$ cat config.mk
export PLATFORM = sky130hd
export DESIGN_NAME = pwm_fade_ctrl
export DESIGN_NICKNAME = d
export VERILOG_FILES = /design/src/rtl/pwm_pkg.sv /design/src/rtl/pwm_period_timer.sv /design/src/rtl/pwm_fade_ctrl.sv
export SDC_FILE = /design/constraint.sdc
export NUM_CORES = 1
export LEC_CHECK = 0
export ABC_CLOCK_PERIOD_IN_PS = 4600
export CAP_MARGIN = 15
export CORE_MARGIN = 2
export CORE_UTILIZATION = 54
export DETAILED_ROUTE_END_ITERATION = 12
export HOLD_SLACK_MARGIN = 0.06
export PLACE_DENSITY = 0.8
export SYNTH_ARGS = -nofsm -noshare
export SYNTH_HDL_FRONTEND = slang
export SYNTH_SLANG_ARGS = --single-unit
$ cat constraint.sdc
create_clock -name clk -period 4.6 [get_ports clk]
set_input_delay 0.46 -clock clk [delete_from_list [all_inputs] [get_ports clk]]
set_output_delay 0.46 -clock clk [all_outputs]
set_load 0.05 [all_outputs]
$ cat src/rtl/pwm_pkg.sv
// Shared PWM definitions: fade FSM state type, default period and duty width,
// and a counter-width helper used by the PWM timing blocks.
package pwm_pkg;

    localparam int PWM_PERIOD = 100;
    localparam int PWM_W      = 16;

    typedef enum logic [1:0] {
        IDLE,
        HOLD,
        STEP,
        DONE
    } fade_state_t;

    function automatic int cnt_width(input int n);
        return (n > 1) ? $clog2(n) : 1;
    endfunction

endpackage

$ cat src/rtl/pwm_period_timer.sv
// PWM period counter: counts 0..PERIOD-1 while enabled, clears on clr.
// Ports: clk, reset_n (async low), clr, en in; wrap out (last count, enabled).
module pwm_period_timer
    import pwm_pkg::*;
#(
    parameter int PERIOD = PWM_PERIOD
) (
    input  logic clk,
    input  logic reset_n,
    input  logic clr,
    input  logic en,
    output logic wrap
);

    localparam int CW = cnt_width(PERIOD);
    localparam logic [CW-1:0] LAST = CW'(PERIOD - 1);

    logic [CW-1:0] cnt;

    assign wrap = en && !clr && (cnt == LAST);

    always_ff @(posedge clk or negedge reset_n) begin
        if (!reset_n) begin
            cnt <= '0;
        end else if (clr) begin
            cnt <= '0;
        end else if (en) begin
            cnt <= (cnt == LAST) ? '0 : cnt + CW'(1);
        end
    end

endmodule

$ cat src/rtl/pwm_fade_ctrl.sv
// Duty fader for a PWM generator: ramps duty_out toward a target in fixed steps,
// one step every hold_periods PWM periods. In: clk, reset_n, start, abort,
// target_duty, step, hold_periods. Out: duty_out, update, busy, done.
module pwm_fade_ctrl
    import pwm_pkg::*;
#(
    parameter int PERIOD = PWM_PERIOD,
    parameter int W      = PWM_W
) (
    input  logic         clk,
    input  logic         reset_n,
    input  logic         start,
    input  logic         abort,
    input  logic [W-1:0] target_duty,
    input  logic [W-1:0] step,
    input  logic [7:0]   hold_periods,
    output logic [W-1:0] duty_out,
    output logic         update,
    output logic         busy,
    output logic         done
);

    localparam int WP = W + 1;
    localparam logic [W:0] PMAX = WP'(PERIOD);

    fade_state_t state, state_n;

    logic [W-1:0] tgt_q;
    logic [W-1:0] step_q;
    logic [7:0]   hold_q;
    logic [7:0]   hcnt;
    logic         wrap;
    logic         last_hold;
    logic [W:0]   up_sum;
    logic [W:0]   dn_gap;
    logic [W-1:0] nxt_duty;
    logic [W-1:0] tgt_in;

    pwm_period_timer #(
        .PERIOD (PERIOD)
    ) u_timer (
        .clk     (clk),
        .reset_n (reset_n),
        .clr     (state != HOLD),
        .en      (state == HOLD),
        .wrap    (wrap)
    );

    assign tgt_in    = ({1'b0, target_duty} > PMAX) ? PMAX[W-1:0]
                                                    : target_duty;
    assign last_hold = (hcnt == hold_q - 8'd1);

    // Next duty saturates at the target in either direction; the extra
    // bit keeps the sum and the gap from wrapping.
    always_comb begin
        up_sum   = {1'b0, duty_out} + {1'b0, step_q};
        dn_gap   = {1'b0, duty_out} - {1'b0, tgt_q};
        nxt_duty = tgt_q;
        if (tgt_q > duty_out) begin
            if (up_sum < {1'b0, tgt_q}) begin
                nxt_duty = up_sum[W-1:0];
            end
        end else if (dn_gap > {1'b0, step_q}) begin
            nxt_duty = duty_out - step_q;
        end
    end

    always_ff @(posedge clk or negedge reset_n) begin
        if (!reset_n) begin
            state <= IDLE;
        end else begin
            state <= state_n;
        end
    end

    always_comb begin
        state_n = state;
        unique case (state)
            IDLE: begin
                if (start) state_n = HOLD;
            end
            HOLD: begin
                if (abort || (tgt_q == duty_out)) begin
                    state_n = DONE;
                end else if (wrap && last_hold) begin
                    state_n = STEP;
                end
            end
            STEP: begin
                if (abort || (nxt_duty == tgt_q)) begin
                    state_n = DONE;
                end else begin
                    state_n = HOLD;
                end
            end
            DONE: begin
                state_n = IDLE;
            end
            default: begin
                state_n = IDLE;
            end
        endcase
    end

    always_ff @(posedge clk or negedge reset_n) begin
        if (!reset_n) begin
            tgt_q    <= '0;
            step_q   <= '0;
            hold_q   <= '0;
            hcnt     <= '0;
            duty_out <= '0;
            update   <= 1'b0;
            busy     <= 1'b0;
            done     <= 1'b0;
        end else begin
            update <= 1'b0;
            done   <= (state == DONE);
            busy   <= (state_n != IDLE);

            if ((state == IDLE) && start) begin
                tgt_q  <= tgt_in;
                step_q <= (step == '0) ? W'(1) : step;
                hold_q <= (hold_periods == 8'd0) ? 8'd1 : hold_periods;
            end

            if ((state == STEP) && !abort) begin
                duty_out <= nxt_duty;
                update   <= (nxt_duty != duty_out);
            end

            if (state != HOLD) begin
                hcnt <= '0;
            end else if (wrap) begin
                hcnt <= last_hold ? 8'd0 : hcnt + 8'd1;
            end
        end
    end

endmodule
; Word-level counts from Yosys, hierarchy flattened
; Cells that the tools add are included.
[totals]
register_bits = 76
inputBits = 44
out_inout_bits = 19
elab_cells = 62
[op_classes]
addsub = 6
magnitude_cmp = 4
eq_ne = 9
mux = 18
n_reduce_logical = 15
[op_table]
columns = op, n
row1 = $mux W16, 5
row2 = $eq A16 B16 Y1, 2
row3 = $mux W8, 4
row4 = $mux W7, 3
row5 = $add A16 B16 Y17, 1
row6 = $gt A17 B16 Y1, 1
row7 = $lt A17 B16 Y1, 1
row8 = $sub A16 B16 Y17, 1
row9 = $gt A16 B16 Y1, 1
row10 = $gt A16 B7 Y1 const B, 1
row11 = $logic_not A16 Y1, 1
row12 = $ne A16 B16 Y1, 1
row13 = $sub A16 B16 Y16, 1
row14 = $add A8 B1 Y8 const B, 1
row15 = $eq A8 B8 Y1, 1
row16 = $logic_not A8 Y1, 1
row17 = $mux W2, 4
row18 = $pmux W2 S4, 1
row19 = $sub A8 B1 Y8 const B, 1
row20 = $add A7 B1 Y7 const B, 1
row21 = $eq A7 B7 Y1 const B, 1
row22 = $reduce_bool A2 Y1, 3
row23 = $logic_and A1 B1 Y1, 5
row24 = $eq A2 B2 Y1 const B, 2
row25 = 6 further kinds, 8

; Longest topological paths before layout
; Gate-level depths: netlist of run 1.
[logic_depth]
ltp_word = 9
mapped_depth = 26
mapped_depth_nobuf = 25

; Modules after synthesis
; Synthesis of run 1 repeated with hierarchy kept, for this count alone.
[hier_totals]
hier_cells = 855
area_unflattened_um2 = 7260.7
[modules_own_cells]
columns = mod, n_inst, cells_per_inst, area_per_inst_um2, seq_area_each_um2
row1 = pwm_fade_ctrl, 1, 808, 6821.5, 1726.7
row2 = pwm_period_timer, 1, 47, 439.2, 175.2

; Least setup slack after synthesis of run 1
; OpenSTA, ideal clock, no wires.
[synth_timing]
path_kind = reg-to-reg
start = register duty_out[0]
end = register update
setup_ns = 0.124
arrival_time_ns = 5.071
required_ns = 4.476
path_slack_ns = -0.595
path_stages_with_launch = 25
synth_period_minus_slack_ns = 5.195
cell_sequence = dfrtp_1 -> inv_1 -> ha_1 -> fa_1 -> nor2b_1 -> o21bai_1 -> a21oi_1 -> o21ai_0 -> o21ai_0 -> a21o_1 -> a21oi_1 -> xnor2_1 -> ha_1 -> a21o_1 -> a211o_1 -> a221oi_1 -> o21ai_1 -> a32oi_2 -> buf_6 -> a211oi_1 -> a211oi_2 -> xor2_1 -> o2111ai_1 -> a211o_1 -> o31a_1
[synth_via]
elab_chain_cells = 6
[synth_lines]
columns = item, line
row1 = from (decl), pwm_fade_ctrl.sv:17  ; output logic [W-1:0] duty_out,
row2 = from (signal assigned), pwm_fade_ctrl.sv:127  ; duty_out <= nxt_duty;
row3 = $sub A16 B16 Y17 / $add A16 B16 Y17 (equally long branches), "pwm_fade_ctrl.sv:57, pwm_fade_ctrl.sv:56"
row4 = $gt A17 B16 Y1 / $lt A17 B16 Y1 (equally long branches), "pwm_fade_ctrl.sv:63, pwm_fade_ctrl.sv:60"
row5 = $mux W16 (on tied branches), "pwm_fade_ctrl.sv:63, pwm_fade_ctrl.sv:60"
row6 = $mux W16, pwm_fade_ctrl.sv:59  ; if (tgt_q > duty_out) begin
row7 = $ne A16 B16 Y1 *, pwm_fade_ctrl.sv:128  ; update <= (nxt_duty != duty_out);
row8 = $mux W1 *, pwm_fade_ctrl.sv:126  ; if ((state == STEP) && !abort) begin
row9 = to (signal assigned), pwm_fade_ctrl.sv:128
row10 = to (decl), pwm_fade_ctrl.sv:18  ; output logic update,
; Mark *: on every way between the ends. The rest lies on a longest branch, timed or not.
; A chain may end at the register's enable or synchronous reset.

; Worst setup path after layout of run 1
[layout_timing]
start = register duty_out[1]
end = register state[1]
[layout_via]
elab_chain_cells = 8
[layout_lines]
columns = item, line
row1 = $sub A16 B16 Y17 / $add A16 B16 Y17 (equally long branches), "pwm_fade_ctrl.sv:57, pwm_fade_ctrl.sv:56"
row2 = $gt A17 B16 Y1 / $lt A17 B16 Y1 (equally long branches), "pwm_fade_ctrl.sv:63, pwm_fade_ctrl.sv:60"
row3 = $mux W16 (on tied branches), "pwm_fade_ctrl.sv:63, pwm_fade_ctrl.sv:60"
row4 = $mux W16, pwm_fade_ctrl.sv:59
row5 = $eq A16 B16 Y1, pwm_fade_ctrl.sv:90  ; if (abort || (nxt_duty == tgt_q)) begin
row6 = $logic_or A1 B1 Y1, pwm_fade_ctrl.sv:90
row7 = $mux W2, pwm_fade_ctrl.sv:90
row8 = $pmux W2 S4 *, pwm_fade_ctrl.sv:78  ; unique case (state)
row9 = net state_n[1], pwm_fade_ctrl.sv:26  ; fade_state_t state, state_n;
row10 = to (signal assigned), pwm_fade_ctrl.sv:72  ; state <= state_n;
row11 = to (decl), pwm_fade_ctrl.sv:26
; Mark *: on every way through the listed nets, which the timed path passes. The rest lies on a longest branch.

==> results of run 1 <==
## worst max path at each step
| stage | startpoint | end | cells past startpoint |
|---|---|---|---|
| after floorplan | duty_out[0]$_DFFE_PN0P_ | update$_DFF_PN0_ | 24 |
| after global placement | duty_out[1]$_DFFE_PN0P_ | update$_DFF_PN0_ | 21 |
| after detailed placement | duty_out[0]$_DFFE_PN0P_ | state[1]$_DFF_PN0_ | 25 |
| after CTS | duty_out[1]$_DFFE_PN0P_ | update$_DFF_PN0_ | 25 |
| after global routing | duty_out[1]$_DFFE_PN0P_ | state[1]$_DFF_PN0_ | 26 |
| final | duty_out[1]$_DFFE_PN0P_ | state[1]$_DFF_PN0_ | 26 |
## layout make-up
cell class	instances	area, um2
Antenna cell	1	2.50
Clock buffer	9	225
Clock inverter	6	90.1
Fill cell	925	3230
Inverter	63	236
Multi-Input combinational cell	746	5260
Sequential cell	76	1910
Tap cell	176	220
Timing Repair Buffer	252	2070
## critical path, stage by stage (launching register included)
cell and delay, ns:
dfrtp_4 0.51, ha_4 0.23, nor2b_4 0.12, o31a_1 0.25
o21ai_1 0.15, nand2b_1 0.12, a21oi_2 0.17, o21ai_2 0.07
a21o_1 0.18, a21oi_2 0.16, o21bai_1 0.08, a21oi_1 0.16
xnor2_1 0.14, ha_1 0.28, a21oi_1 0.15, nand2_1 0.08
a221oi_2 0.28, o21ai_1 0.15, a32oi_2 0.24, buf_12 0.18
o22ai_2 0.12, buf_6 0.18, a32oi_2 0.21, nand4_1 0.14
a2111oi_2 0.28, nand4_1 0.18, o41ai_2 0.23
## flip-flops by register name, indices dropped and copies added, names as in the netlist
| register | count |
|---|---|
| tgt_q | 16 |
| duty_out | 16 |
| u_timer.cnt | 7 |
| update | 1 |
| hold_q | 8 |
| state | 2 |
| done | 1 |
| step_q | 16 |
| hcnt | 8 |
| busy | 1 |
## timing repair
| item | in CTS | in global routing |
|---|---|---|
| gates resized for setup | 15 | 26 |
| pin swaps | 3 | 9 |
| setup endpoints to repair | 8 | 13 |
| buffers inserted | 2 | 7 |
## through the flow
step	cell area, um2	cells
floorplan	7410	913
global placement	9480	1304
detailed placement	9480	1304
CTS	9860	1321
global route	10000	1328
finish	10000	1329
## layer usage
metal / global-route usage, % / up-vias / routed length (um)
met2: 61.6 / 455 / 12400
li1: - / 3755 / -
met3: 7.22 / 91 / 2500
met5: 0 / - / 0
met1: 45.9 / 3935 / 10300
met4: 15.7 / 0 / 1150
## synth_stat cells, types with 10 or more instances
master    count  area [um2]
and3_1       11        68.8
xnor2_1      47         412
o21ai_0      70         350
nand4_1      15        93.8
a21o_1       16         120
dfrtp_1      76        1900
nor4_1       10        62.6
nand2b_1     12        75.1
clkbuf_1     16        60.1
inv_1        61         229
nor3_1       21         105
a211oi_1     13        97.6
nor2_1       68         255
nand2_1     124         465
nor2b_1      11        68.8
nand3_1      15        75.1
a21oi_1      53         265
o211ai_1     10        75.1
ha_1         81        1010
xor2_1       24         210
## kinds of logic (layout without fill, tap and decap cells)
logic type               count (synthesis)  after routing
multiplexers                             7              7
AND/OR/NAND/NOR                        315            315
buffers and inverters                   91            330
flip-flops                              76             76
adder cells (fa/ha/maj)                 84             84
XOR/XNOR                                71             71
other                                    0              1
AO/OA/AOI/OAI                          269            269
==> summary.txt, run 1 <==
Worst setup path
  – Reg2Reg Depth: 26
  – Launch point of the worst reg-to-reg path: duty_out[1]$_DFFE_PN0P_
  – Worst-path maximum fanout: 12
  – Worst Setup End Kind: flip-flop
  – Crit Path Category: flip-flop to flip-flop
  – Critical path arrival: around 5.4 ns
  – RR Endpoint: state[1]$_DFF_PN0_
  – CP Launch Type: flip-flop
  – Flop2flop setup slack: -0.54 ns
  – Critical path required time: between 4 and 5 ns

Place
  – Final weighted congestion of routability-driven global placement: slightly above 1
  – Place WS: -0.479 ns
  – DP HPWL: approximately 20000 um
  – PortBufs: 62

Clocking
  – Hold_buf cts: 0
  – Clock buffer depth: 2
  – H-tree Lvls: 3
  – Clock sink count: between 70 and 80
  – Num CTS Buffers: 9
  – Clock Tree Root: clkbuf_16
  – Clock Latency Late Sink: ~0.35 ns
  – Clock Pin Slew Worst Setup and Hold Paths: 0.07 ns
  – TritonCTS clock tree: built

Synthesis
  – Number of synthesized flops with an enable pin: 0
  – Asr flop ratio synth: between 90% and 100%
  – Compound-Gate Fraction of Synth Area: between 20% and 30%
  – Most used DFF post-synth: dfrtp_1
  – Post-synthesis mux area share: roughly 1.0%
  – Synthesized area per cell: 8.04 um2
  – Synth unique cells: 78
  – Net Count, Synth: between 1000 and 1500
  – Register area share after synthesis: 25.9%
  – Adder-Cell Fraction of Synth Area: between 10% and 20%
  – Seq cells post-synth: 76
  – Main combinational cell family by area after synthesis: compound AO/OA/AOI/OAI gates
  – Syn Inst Count: approximately 900
  – Post-synthesis simple-gate area fraction: 20.2%
  – Yosys warning count: 0
  – Post-synthesis xor/xnor area fraction: between 8 and 9%
  – Post-Syn Area: 7340 um2

STA
  – Maximum clock frequency: 195 MHz
  – TNS Setup: -1.42 ns
  – Slew @ Worst Pin: slightly above 1 ns
  – Final Cycle Share: 112%
  – RSZ-0062 raised after global routing: true
  – Final Hold Viols: 0
  – Max-slew headroom: 32.1%
  – Endpoints failing setup: 5
  – Slew Viols, Final: 0
  – Tmin final: 5.14 ns
  – Hold_ws: just under 0.3 ns
  – Skew final: between 0.007 and 0.008 ns
  – Setup WS post-layout: -0.537 ns

Floorplanning
  – I/O pin total: 63
  – Cell row count: 42
  – Die area: between 10000 and 15000 um2
  – Die W: 121 um
  – Core area: between 10000 and 15000 um2
  – DIE HEIGHT: 121 um
  – Initial Utilization: between 50% and 60%

Min path
  – Hold WC Path Type: input pin to async pin

Global route
  – Largest net degree at the start of global routing: 77
  – First-pass GRT wire length: 41300 um
  – Total track usage: between 30% and 40%
  – Grt ovf: 0
  – Initial antenna violation count: 1
  – Number of global-route vias before repair: approximately 8000

Routing
  – DR DRC count: 0
  – Initial DRC Count: roughly 830
  – Wire per inst: between 15 and 20 um
  – DRT antenna net count: 0
  – Vias per inst: around 6.2
  – Final wirelength: 26400 um
  – Via count: roughly 8200
  – Drt first pass iters: 7

Cells and area
  – Final Util: between 70% and 80%
  – Area Overhead vs Synth: 36.4%
  – Layout net count: 1276
  – Most common cell after layout, fill and taps aside: buf_4
  – Share of cells above drive strength 1: roughly a quarter
  – Most frequent cells in the layout: buf_4 (187), nand2_1 (122), ha_1 (78), dfrtp_1 (70), nor2_1 (66)

Run
  – Max cap viols: 0

Outcome
  – Status: finished with violations
  – Failing checks: setup timing
Power of run 1 is not shown: default switching activity piles up to over one toggle a cycle in this logic, so the estimate is an artifact.
==> run 2: changes to the inputs <==
Settings changed: CORE_MARGIN 2 to 5, PLACE_DENSITY 0.8 to 0.79.
==> run 2 against run 1 <==
Compared with the run above:
- the flow still finishes with violations (setup timing)
- non-clock buffer count is 15 higher
- register-to-register slack improved by 0.06 ns
- flip-flop and latch count stayed put
- setup slack improved by 0.058 ns
- critical path type unchanged
==> summary.txt, run 2 (synthesized netlist as in run 1, its figures left out) <==
Worst setup path
  – Crit path largest cell delay: between 0.4 and 0.5 ns
  – Worst-path maximum fanout: 6
  – Launch point of the worst reg-to-reg path: tgt_q[3]$_DFFE_PN0P_
  – Critical path arrival: about 5.3 ns
  – Critical path required time: roughly 4.9 ns
  – RR Endpoint: update$_DFF_PN0_
  – Cell mode on critical path: o21ai_2
  – CP max-delay cell: a211oi_1
  – Reg2Reg Depth: 27
  – Crit Path Category: flip-flop to flip-flop
  – CP Launch Type: flip-flop
  – Flop2flop setup slack: -0.48 ns
  – Worst Setup End Kind: flip-flop

Routing
  – DRT antenna net count: 0
  – Initial DRC Count: just under 900
  – Via count: approximately 8300
  – Drt first pass iters: 8
  – Vias per inst: between 6 and 7
  – Final wirelength: between 20000 and 30000 um
  – DR DRC count: 0
  – Wire per inst: around 20 um

Clocking
  – Hold_buf cts: 0
  – TritonCTS clock tree: built
  – Clock sink count: 76
  – Clock Latency Late Sink: ~0.36 ns
  – Clock Pin Slew Worst Setup and Hold Paths: roughly 0.070 ns
  – Clock buffer depth: 2
  – Clock Tree Root: clkbuf_16
  – H-tree Lvls: 3
  – Num CTS Buffers: 9

Cells and area
  – Ant. Diodes: 0
  – Storage cell area: ~1900 um2
  – Layout net count: 1291
  – Most frequent cells in the layout: buf_4 (198), nand2_1 (122), ha_1 (77), dfrtp_1 (70), nor2_1 (64)
  – Filler Cell Count: 901
  – Area Overhead vs Synth: 38.9%
  – Top flop regs: duty_out x16, step_q x16, tgt_q x16
  – Multi-input gate area: between 5000 and 6000 um2
  – Share of cells above drive strength 1: between 20% and 30%
  – Most common cell after layout, fill and taps aside: buf_4

Floorplanning
  – Cell row count: 42
  – I/O pin total: between 60 and 70
  – DIE HEIGHT: 127 um
  – Core area: approximately 13000 um2
  – Initial Utilization: between 50% and 60%
  – Die area: 16000 um2
  – Die W: about 130 um

Global route
  – Grt ovf: 0
  – Largest net degree at the start of global routing: between 70 and 80
  – Number of global-route vias before repair: just under 8000
  – Total track usage: approximately a third
  – Initial antenna violation count: 0
  – First-pass GRT wire length: about 40000 um

Run
  – Max cap viols: 0

STA
  – Tmin final: slightly above 5 ns
  – Skew final: approximately 0.012 ns
  – Maximum clock frequency: 197 MHz
  – Max-slew headroom: approximately a third
  – Slew @ Worst Pin: between 0.9 and 1 ns
  – Setup WS post-layout: -0.479 ns
  – TNS Setup: -1.14 ns
  – Endpoints failing setup: 5
  – Final Cycle Share: 110%
  – Final Hold Viols: 0
  – RSZ-0062 raised after global routing: true
  – Slew Viols, Final: 0

Outcome
  – Failing checks: setup timing
  – Status: finished with violations

Place
  – PortBufs: 62
  – Final weighted congestion of routability-driven global placement: slightly above 1
  – DP HPWL: 20200 um
  – Place WS: -0.528 ns

Min path
  – Hold WC Path Type: input pin to async pin
run 2: worst max path at each step:
stage	startpoint	end	slack, ns	depth (start not counted)
floorplan	duty_out[0]$_DFFE_PN0P_	update$_DFF_PN0_	-0.22	24
global placement	duty_out[1]$_DFFE_PN0P_	update$_DFF_PN0_	-0.37	24
detailed placement	tgt_q[1]$_DFFE_PN0P_	update$_DFF_PN0_	-0.53	23
CTS	duty_out[1]$_DFFE_PN0P_	update$_DFF_PN0_	-0.31	26
global route	tgt_q[3]$_DFFE_PN0P_	update$_DFF_PN0_	-0.67	27
finish	tgt_q[3]$_DFFE_PN0P_	update$_DFF_PN0_	-0.48	27
run 2: final cells by class:
type,count,area share (%)
Clock buffer,9,2.21
Clock inverter,7,0.748
Inverter,63,2.32
Multi-Input combinational cell,746,52.4
Sequential cell,76,18.7
Tap cell,176,2.16
Timing Repair Buffer,267,21.4
run 2: metrics by stage:
step           cells  utilization [%]  area (um2)  hold WS, ns
6_report        1344             76.7       10200        0.274
5_1_grt         1344             76.7       10200        0.364
4_1_cts         1331             74.9        9960        0.313
3_5_place_dp    1306             71.3        9480        0.486
3_3_place_gp    1306             71.3        9480        0.475
2_1_floorplan    913                -        7410        0.164
run 2: layer usage:
| layer | wire, um | track usage, % |
|---|---|---|
| met1 | 10600 | 40.3 |
| met2 | 12300 | 51.5 |
| met3 | 2620 | 5.72 |
| met4 | 1680 | 14.9 |
| met5 | 0 | 0 |
run 2: repair_timing:
item                                    CTS  global route
resized for setup                        32            37
endpoints found under the setup margin    4            11
pin swaps                                27            27
setup buffers                             8            16
gates cloned                              1             0
run 2: worst max-delay path, delay by kind of cell (launching register included):
| kind | cells | cell delay, ns |
|---|---|---|
| flops | 1 | 0.41 |
| buf+inv | 3 | 0.39 |
| fa+ha+maj | 2 | 0.62 |
| compound gates | 15 | 2.72 |
| xor+xnor | 2 | 0.32 |
| simple gates | 5 | 0.50 |
Power of run 2 is left out for the same reason.
==> run 3: changes to the inputs <==
Settings changed: GPL_TIMING_DRIVEN set to 0, SETUP_SLACK_MARGIN set to 0.05.
==> run 3 against run 2 <==
Compared with the run above:
- the run still ends with setup timing left
- first-iteration DRC count up 6.9%
- hold slack better by 0.22 ns
- routed wire length down 3.7%
- maximum frequency down 5.5%
- critical path type unchanged
==> summary.txt, run 3 (synthesized netlist as in run 1, its figures left out) <==
Outcome
  – Status: finished with violations
  – Failing checks: setup timing

Clocking
  – H-tree Lvls: 3
  – Clock buffer depth: 2
  – TritonCTS clock tree: built
  – Num CTS Buffers: 9
  – Clock Tree Root: clkbuf_16
  – Clock Pin Slew Worst Setup and Hold Paths: around 0.070 ns
  – Clock Latency Late Sink: ~0.35 ns
  – Clock sink count: between 70 and 80

Floorplanning
  – I/O pin total: 63
  – DIE HEIGHT: between 100 and 150 um
  – Die area: about 16000 um2
  – Die W: around 130 um
  – Initial Utilization: 55.2%
  – Core area: 13300 um2
  – Cell row count: 42

Global route
  – Number of global-route vias before repair: 7478
  – Largest net degree at the start of global routing: 48
  – Initial antenna violation count: 0
  – Grt ovf: 0
  – First-pass GRT wire length: a little under 40000 um
  – Total track usage: 31.3%

STA
  – Final Hold Viols: 0
  – RSZ-0062 raised after global routing: true
  – Maximum clock frequency: 186 MHz
  – Setup WS post-layout: -0.777 ns
  – Skew final: ~0.011 ns
  – Max-slew headroom: 46.9%
  – Final Cycle Share: 117%
  – Slew @ Worst Pin: 0.791 ns
  – Tmin final: around 5.4 ns
  – Endpoints failing setup: 7
  – Slew Viols, Final: 0

Cells and area
  – Most common cell after layout, fill and taps aside: nand2_1
  – Filler Cell Count: about 1000
  – Ant. Diodes: 0
  – Share of cells above drive strength 1: between 15 and 20%
  – Most frequent cells in the layout: nand2_1 (119), ha_1 (76), nor2_1 (63), dfrtp_1 (63), clkdlybuf4s50_1 (61)
  – Storage cell area: 1920 um2
  – Top flop regs: duty_out x16, step_q x16, tgt_q x16
  – Multi-input gate area: about 5600 um2
  – Area Overhead vs Synth: 30.4%
  – Layout net count: about 1200
  – Final Util: between 70% and 80%

Worst setup path
  – CP cell instances: inv_1 -> ha_1 -> nand3_1 -> o21bai_1 -> a21oi_2 -> o21ai_2 -> o21ai_2 -> a21o_1 -> a21oi_2 -> xnor2_1 -> ha_1 -> a21o_1 -> a211o_1 -> a221oi_4 -> o21ai_4 -> a32o_2 -> a2bb2oi_4 -> a221oi_4 -> xor2_1 -> nor4_2 -> nand4_1 -> o31a_1
  – Critical path required time: 4.84 ns
  – Worst-path maximum fanout: 7
  – CP Launch Type: flip-flop
  – Worst Setup End Kind: flip-flop
  – Critical path arrival: approximately 5.6 ns
  – CP max-delay cell: dfrtp_1
  – Crit path largest cell delay: roughly 0.45 ns
  – Crit Path Category: flip-flop to flip-flop

Routing
  – Vias per inst: roughly 6.5
  – Initial DRC Count: around 940
  – Drt first pass iters: 8
  – Wire per inst: ~21 um
  – DR DRC count: 0
  – Final wirelength: ~26000 um
  – DRT antenna net count: 0
  – Via count: approximately 7900

Place
  – PortBufs: 62
  – DP HPWL: around 19000 um
  – Final weighted congestion of routability-driven global placement: 0.953

Run
  – Max cap viols: 0

Min path
  – Hold WC Path Type: flip-flop to flip-flop
[run 3: worst max-delay path: cells and delay by family (launching register included)]
family          cells  cell delay (ns)
compound gates     14             2.79
simple gates        3             0.70
xor+xnor            2             0.41
fa+ha+maj           2             0.72
buf+inv             1             0.17
flops               1             0.45
[run 3: stage by stage]
step	hold WS, ns	setup TNS, ns	instance area (um2)	std cells	worst slack, ns
after detailed placement	0.423	-9.07	8280	1152	-1.36
after global placement	0.476	-8.43	8250	1151	-1.32
after floorplan	0.164	-0.315	7410	913	-0.224
after CTS	0.491	-1.19	9150	1204	-0.618
final	0.490	-1.85	9570	1222	-0.777
after global routing	0.543	-4.20	9570	1222	-0.969
[run 3: path summary, 6_finish.rpt]
path	start	to	slack (ns)	depth (start not counted)
min in group asynchronous	reset_n	hold_q[4]$_DFFE_PN0P_	0.59	2
min reg2reg	u_timer.cnt[0]$_DFF_PN0_	u_timer.cnt[0]$_DFF_PN0_	0.49	1
max in group asynchronous	reset_n	duty_out[1]$_DFFE_PN0P_	3.41	3
max	tgt_q[5]$_DFFE_PN0P_	update$_DFF_PN0_	-0.78	22
min	u_timer.cnt[0]$_DFF_PN0_	u_timer.cnt[0]$_DFF_PN0_	0.49	1
max reg2reg	tgt_q[5]$_DFFE_PN0P_	update$_DFF_PN0_	-0.78	22
[run 3: cell type report]
| type | instances | area share, % |
|---|---|---|
| multi-input cells | 747 | 58.2 |
| repair buffers | 117 | 11.6 |
| clock inverters | 6 | 1.16 |
| flip-flops and latches | 76 | 20.1 |
| inverters | 63 | 2.52 |
| plain buffers | 27 | 1.58 |
| clock buffers | 10 | 2.50 |
| well taps | 176 | 2.30 |
[run 3: layer usage]
metal	GRT usage [%]	vias to the layer above	part of all wire, %
met3	6.05	139	9.9
met4	16.3	0	6.6
met2	50.2	474	45
met1	40.1	3717	38
li1	-	3563	-
met5	0	-	0
[run 3: repair_timing]
action                                  in CTS  in global routing
endpoints found under the setup margin      18                 18
gates resized for setup                     54                 64
gates cloned                                 1                  0
buffers inserted                            34                 19
pin swaps                                   31                 28
hold buffers                                 1                  0
hold endpoints to repair                     3                  0
Power of run 3 is left out for the same reason.
